**src/rtl/mem_access.sv**
```systemverilog
// Memory stage: issues the EX/MEM load/store on a req/ready data-memory port,
// aligns and extends load data, and registers the results for write-back.
module mem_access #(
    parameter int ADDR_W  = 32,
    parameter int TIMEOUT = 15
) (
    input  logic              clk,
    input  logic              reset,
    input  logic              in_valid,
    input  logic [31:0]       alu_in,
    input  logic [31:0]       store_data,
    input  logic              ctr_mem_read,
    input  logic              ctr_mem_write,
    input  logic [1:0]        ctr_size,
    input  logic              ctr_unsigned,
    input  logic              ctr_mem_to_reg_in,
    input  logic              ctr_reg_write_in,
    input  logic [4:0]        dest_in,
    output logic              stall,
    output logic              dmem_req,
    output logic              dmem_we,
    output logic [ADDR_W-1:0] dmem_addr,
    output logic [31:0]       dmem_wdata,
    output logic [3:0]        dmem_be,
    input  logic              dmem_ready,
    input  logic [31:0]       dmem_rdata,
    output logic [31:0]       datamem,
    output logic [31:0]       alu,
    output logic              ctr_mem_to_reg,
    output logic              ctr_reg_write,
    output logic [4:0]        dest,
    output logic              out_valid,
    output logic              misalign,
    output logic              bus_err,
    output logic              dbg_state
);
    localparam int CNT_W = $clog2(TIMEOUT + 1);
    localparam logic [CNT_W-1:0] CNT_MAX = CNT_W'(TIMEOUT);
    localparam logic [CNT_W-1:0] CNT_ONE = CNT_W'(1);

    typedef enum logic {
        IDLE = 1'b0,
        WAIT = 1'b1
    } state_t;

    state_t           state_q, state_d;
    logic [CNT_W-1:0] cnt_q, cnt_d;

    // Copy of the instruction taken in IDLE, replayed while waiting.
    logic        lat_rd, lat_wr, lat_uns, lat_mtr, lat_rw;
    logic [1:0]  lat_size;
    logic [31:0] lat_alu, lat_sd;
    logic [4:0]  lat_dest;

    logic        cur_valid, cur_rd, cur_wr, cur_uns, cur_mtr, cur_rw;
    logic [1:0]  cur_size, off;
    logic [31:0] cur_alu, cur_sd;
    logic [4:0]  cur_dest;

    logic        access_c, misal_c, is_load_c;
    logic        req_c, load_en, misal_ev, bus_ev;
    logic [3:0]  be_c;
    logic [31:0] wdata_c, shifted, ld_val, dm_next;

    always_comb begin
        if (state_q == WAIT) begin
            cur_valid = 1'b1;
            cur_rd    = lat_rd;
            cur_wr    = lat_wr;
            cur_uns   = lat_uns;
            cur_mtr   = lat_mtr;
            cur_rw    = lat_rw;
            cur_size  = lat_size;
            cur_alu   = lat_alu;
            cur_sd    = lat_sd;
            cur_dest  = lat_dest;
        end else begin
            cur_valid = in_valid;
            cur_rd    = ctr_mem_read;
            cur_wr    = ctr_mem_write;
            cur_uns   = ctr_unsigned;
            cur_mtr   = ctr_mem_to_reg_in;
            cur_rw    = ctr_reg_write_in;
            cur_size  = ctr_size;
            cur_alu   = alu_in;
            cur_sd    = store_data;
            cur_dest  = dest_in;
        end
    end

    assign off       = cur_alu[1:0];
    assign access_c  = cur_valid && (cur_rd || cur_wr);
    assign is_load_c = cur_valid && cur_rd && !cur_wr;
    assign misal_c   = ((cur_size == 2'b01) && cur_alu[0]) ||
                       (cur_size[1] && (cur_alu[1:0] != 2'b00));

    // Store lanes are little-endian; loads always fetch the whole word.
    always_comb begin
        be_c    = 4'b1111;
        wdata_c = cur_sd;
        if (cur_wr) begin
            case (cur_size)
                2'b00: begin
                    be_c    = 4'b0001 << off;
                    wdata_c = {4{cur_sd[7:0]}};
                end
                2'b01: begin
                    be_c    = 4'b0011 << off;
                    wdata_c = {2{cur_sd[15:0]}};
                end
                default: ;
            endcase
        end
    end

    assign shifted = dmem_rdata >> {off, 3'b000};

    always_comb begin
        case (cur_size)
            2'b00:   ld_val = cur_uns ? {24'h0, shifted[7:0]}
                                      : {{24{shifted[7]}}, shifted[7:0]};
            2'b01:   ld_val = cur_uns ? {16'h0, shifted[15:0]}
                                      : {{16{shifted[15]}}, shifted[15:0]};
            default: ld_val = dmem_rdata;
        endcase
    end

    // Handshake: dmem_req stays high with addr/we/be/wdata stable until the
    // cycle dmem_ready is seen with it (the transfer) or the wait times out;
    // dmem_ready with dmem_req low carries no meaning and is ignored.
    always_comb begin
        state_d  = state_q;
        cnt_d    = cnt_q;
        stall    = 1'b0;
        req_c    = 1'b0;
        load_en  = 1'b0;
        misal_ev = 1'b0;
        bus_ev   = 1'b0;
        case (state_q)
            IDLE: begin
                load_en = 1'b1;
                if (access_c) begin
                    if (misal_c) begin
                        misal_ev = 1'b1;
                    end else begin
                        req_c = 1'b1;
                        if (!dmem_ready) begin
                            stall   = 1'b1;
                            load_en = 1'b0;
                            state_d = WAIT;
                            cnt_d   = CNT_ONE;
                        end
                    end
                end
            end
            WAIT: begin
                if (cnt_q == CNT_MAX) begin
                    bus_ev  = 1'b1;
                    load_en = 1'b1;
                    state_d = IDLE;
                end else begin
                    req_c = 1'b1;
                    if (dmem_ready) begin
                        load_en = 1'b1;
                        state_d = IDLE;
                    end else begin
                        stall = 1'b1;
                        cnt_d = cnt_q + CNT_ONE;
                    end
                end
            end
            default: state_d = IDLE;
        endcase
        if (!reset) begin
            stall = 1'b0;
            req_c = 1'b0;
        end
    end

    assign dmem_req   = req_c;
    assign dmem_we    = req_c & cur_wr;
    assign dmem_addr  = req_c ? {cur_alu[ADDR_W-1:2], 2'b00} : '0;
    assign dmem_be    = req_c ? be_c : 4'b0000;
    assign dmem_wdata = req_c ? wdata_c : 32'h0;
    assign dm_next    = (is_load_c && !misal_ev && !bus_ev) ? ld_val : 32'h0;
    assign dbg_state  = state_q;

    always_ff @(posedge clk or negedge reset) begin
        if (!reset) begin
            state_q <= IDLE;
            cnt_q   <= '0;
        end else begin
            state_q <= state_d;
            cnt_q   <= cnt_d;
        end
    end

    always_ff @(posedge clk or negedge reset) begin
        if (!reset) begin
            lat_rd   <= 1'b0;
            lat_wr   <= 1'b0;
            lat_uns  <= 1'b0;
            lat_mtr  <= 1'b0;
            lat_rw   <= 1'b0;
            lat_size <= 2'b00;
            lat_alu  <= 32'h0;
            lat_sd   <= 32'h0;
            lat_dest <= 5'd0;
        end else if (state_q == IDLE) begin
            lat_rd   <= ctr_mem_read;
            lat_wr   <= ctr_mem_write;
            lat_uns  <= ctr_unsigned;
            lat_mtr  <= ctr_mem_to_reg_in;
            lat_rw   <= ctr_reg_write_in;
            lat_size <= ctr_size;
            lat_alu  <= alu_in;
            lat_sd   <= store_data;
            lat_dest <= dest_in;
        end
    end

    // Stage register: holds through stalls, with out_valid and pulses cleared.
    always_ff @(posedge clk or negedge reset) begin
        if (!reset) begin
            datamem        <= 32'h0;
            alu            <= 32'h0;
            ctr_mem_to_reg <= 1'b0;
            ctr_reg_write  <= 1'b0;
            dest           <= 5'd0;
            out_valid      <= 1'b0;
            misalign       <= 1'b0;
            bus_err        <= 1'b0;
        end else if (load_en) begin
            datamem        <= dm_next;
            alu            <= cur_alu;
            ctr_mem_to_reg <= cur_mtr;
            ctr_reg_write  <= cur_valid && cur_rw && !misal_ev && !bus_ev;
            dest           <= cur_dest;
            out_valid      <= cur_valid;
            misalign       <= misal_ev;
            bus_err        <= bus_ev;
        end else begin
            out_valid      <= 1'b0;
            misalign       <= 1'b0;
            bus_err        <= 1'b0;
        end
    end

endmodule

```
**config.mk**
```make
export PLATFORM = sky130hd
export DESIGN_NAME = mem_access
export DESIGN_NICKNAME = d
export VERILOG_FILES = /design/src/rtl/mem_access.sv
export SDC_FILE = /design/constraint.sdc
export NUM_CORES = 1
export LEC_CHECK = 0
export CAP_MARGIN = 10
export CORE_MARGIN = 4
export CORE_UTILIZATION = 35
export DETAILED_ROUTE_END_ITERATION = 16
export PLACE_DENSITY = 0.65
export SYNTH_ARGS = -nofsm -noshare
export SYNTH_HDL_FRONTEND = slang
export SYNTH_SLANG_ARGS = --single-unit
```
**constraint.sdc**
```tcl
create_clock -name clk -period 3.5 [get_ports clk]
set_input_delay 1.05 -clock clk [delete_from_list [all_inputs] [get_ports clk]]
set_output_delay 1.05 -clock clk [all_outputs]
set_load 0.02 [all_outputs]
```
==> summary.txt <==
Placement
  • Placed instance area: 10400 um^2
  • Port bufs: about 260
  • Dpl ws: -0.704 ns
  • Gpl congestion: about 0.86
  • Post-DP HPWL: about 16000 um

GRT
  • Total gr overflow: 0
  • First-pass GRT wire length: around 36000 um
  • GR Util All Layers: 0.204
  • Initial antenna violation count: 1
  • Vias in the first global route: ~6600
  • Largest net degree at the start of global routing: 156

Die
  • Row count: 51
  • Chip Height: 150 um
  • Initial Util: 0.359
  • # IOs: around 260
  • CORE AREA: between 15000 and 20000 um^2
  • DIE AREA: between 20000 and 25000 um^2
  • Chip width: between 150 and 200 um

Power
  • Worst VDD drop: 0.000323 V
  • Leakage: between 5 and 6 nW
  • Total power: approximately 5 mW
  • Power Density: ~460 nW/um^2

STA
  • RSZ-0062 raised after global routing: no
  • Clk_skew: between 0.008 and 0.009 ns
  • Worst-Margin Slew: approximately 0.91 ns
  • Pins over their slew limit: 0
  • Final setup fails: 0
  • Final period util: 0.985
  • Post-route worst setup slack: 0.0532 ns
  • Final hold vios: 0
  • Slew Limit Headroom: 0.395
  • Fmax: 290 MHz
  • Final Critical Period: around 3.4 ns

Setup path
  • Critical Path RT: about 2.5 ns
  • Critical Path Start Type: primary input
  • Worst setup path category: primary input to primary output
  • Crit path DAT: about 2.4 ns
  • Critical Path Fanout Max: 7
  • CP Capture Type: primary output

Cells and area
  • Nets@finish: approximately 1100
  • Layout cell share with drive strength beyond 1: 0.262
  • Fill count: ~1800
  • Final Cell Area: about 11000 um^2
  • Layout area overhead: 56.0%

Route
  • Vias/cell: about 4.9
  • Vias: 6272
  • Post-DRT Antenna Nets: 0
  • # DRC: 0
  • Drt pass-1 iters: 4
  • Final wirelength: roughly 23000 um
  • WL/cell: roughly 18 um
  • Initial DRC Count: approximately 230

Clock tree
  • Clock sink count: around 160
  • Num CTS Buffers: 17
  • Clock tree buffer depth: 2
  • H-Tree Depth: 4
  • TritonCTS clock tree: done
  • Hold_buf cts: 0
  • CTS Root Cell: clkbuf_16
  • Clk slew on worst S/H paths: 0.06 ns
  • Insertion delay to the later sink of the worst-skew pair: 0.42 ns

Synthesis
  • Ranking of synthesized cells by area: dfrtp_1, nor2_1, mux2i_1
  • Sequential-to-total area share from yosys stat: 0.549
  • Yosys warns: 0
  • Share of Yosys cell area claimed by the top area cell type: 0.549
  • Number of synthesized flops with an enable pin: 0
  • Avg Inst Size Synth: approximately 10 um^2
  • Post-synth ARST share: 1.00
  • Most used DFF post-synth: dfrtp_1
  • Netlist cell types: 50
  • Synth top cells by count: dfrtp_1, nor2_1, mux2i_1, inv_1
  • Post-Syn Area: a little over 7000 um^2
  • Mapped Cells: ~700
  • FF+latch count, synth: roughly 160
  • Biggest area consumer among synthesized cells: dfrtp_1
  • Most common cell in the netlist: dfrtp_1

Flow run
  • Max-cap violations: 0

Run status
  • Status: finished, final reports clean

Worst hold path
  • HP Class: register to register
stage by stage:
stage	hold slack [ns]	util	std cells	TNS (ns)
6_report	0.479	0.561	1287	0
5_1_grt	0.508	0.561	1286	0
4_1_cts	0.484	0.561	1286	0
3_5_place_dp	0.470	0.528	1234	-45.71
3_3_place_gp	0.464	0.528	1234	-44.66
2_1_floorplan	0.460	-	689	-0.0407
report_power, final:
group / leakage, nW / internal (mW) / switching (mW)
clock network: 0.283 / 1.03 / 0.809
registers: 1.88 / 1.96 / 0.0804
logic: 2.86 / 0.574 / 0.618
total: 5.02 / 3.56 / 1.51
cells in the final DEF (no fill, tap or decap), types with 10 or more instances in the layout:
master / count
clkdlybuf4s50_1: 178
dfrtp_1: 154
nor2_1: 148
buf_4: 92
buf_2: 48
inv_1: 45
mux2i_1: 44
mux2_2: 40
nand2_1: 38
a21oi_1: 36
o21ai_0: 25
a211oi_1: 18
clkbuf_16: 17
a221oi_1: 14
o21ai_1: 10
cell families (layout without fill, tap and decap cells):
family | after synthesis | after routing | synth area share
fa+ha+maj | 1 | 1 | 0.00177
simple gates | 216 | 216 | 0.126
other cells | 1 | 3 | 0.000531
buf+inv | 88 | 420 | 0.0537
mux | 92 | 92 | 0.143
xor+xnor | 2 | 2 | 0.00248
compound gates | 133 | 133 | 0.124
flops | 155 | 155 | 0.549
final cells by class:
cell class / instances / area (um^2) / area share
timing repair buffer: 341 / 3110 / 0.282
multi-input combinational: 446 / 2930 / 0.266
tap: 265 / 332 / 0.0301
clock inverter: 14 / 146 / 0.0133
inverter: 47 / 176 / 0.0160
sequential: 155 / 3880 / 0.352
antenna: 1 / 2.50 / 0.000227
clock buffer: 18 / 439 / 0.0398
final timing paths:
kind | cells after the start | slack [ns] | from | end
setup / recovery | 9 | 0.05 | ctr_mem_read | dmem_wdata[31]
hold / removal | 2 | 0.48 | datamem[6] | datamem[6]
setup reg to reg | 8 | 0.97 | dbg_state | datamem[24]
hold reg to reg | 2 | 0.48 | datamem[6] | datamem[6]
max in group asynchronous | 2 | 1.95 | reset | dbg_state
min in group asynchronous | 2 | 0.76 | reset | bus_err
routing by layer:
metal / track usage / vias up / share of wire
met4: 0.0425 / 2 / 0.011
met1: 0.253 / 3060 / 0.42
met5: 0 / - / 0.00057
met2: 0.342 / 204 / 0.48
li1: - / 2988 / -
met3: 0.0760 / 18 / 0.088
repair_timing:
item / in CTS / in global routing
endpoints found under the hold margin: 0 / 0
cloned: 4 / 0
buffers inserted: 16 / 4
resized for setup: 347 / 14
pin swaps: 5 / 6
endpoints found under the setup margin: 69 / 60
worst max-delay path: stages:
cell     delay (ns)
buf_2          0.12
or2_4          0.26
a31o_4         0.25
nand3_4        0.11
buf_12         0.16
buf_12         0.12
buf_4          0.11
nor3_2         0.03
buf_4          0.17
Power figures use the tool's default switching activity.
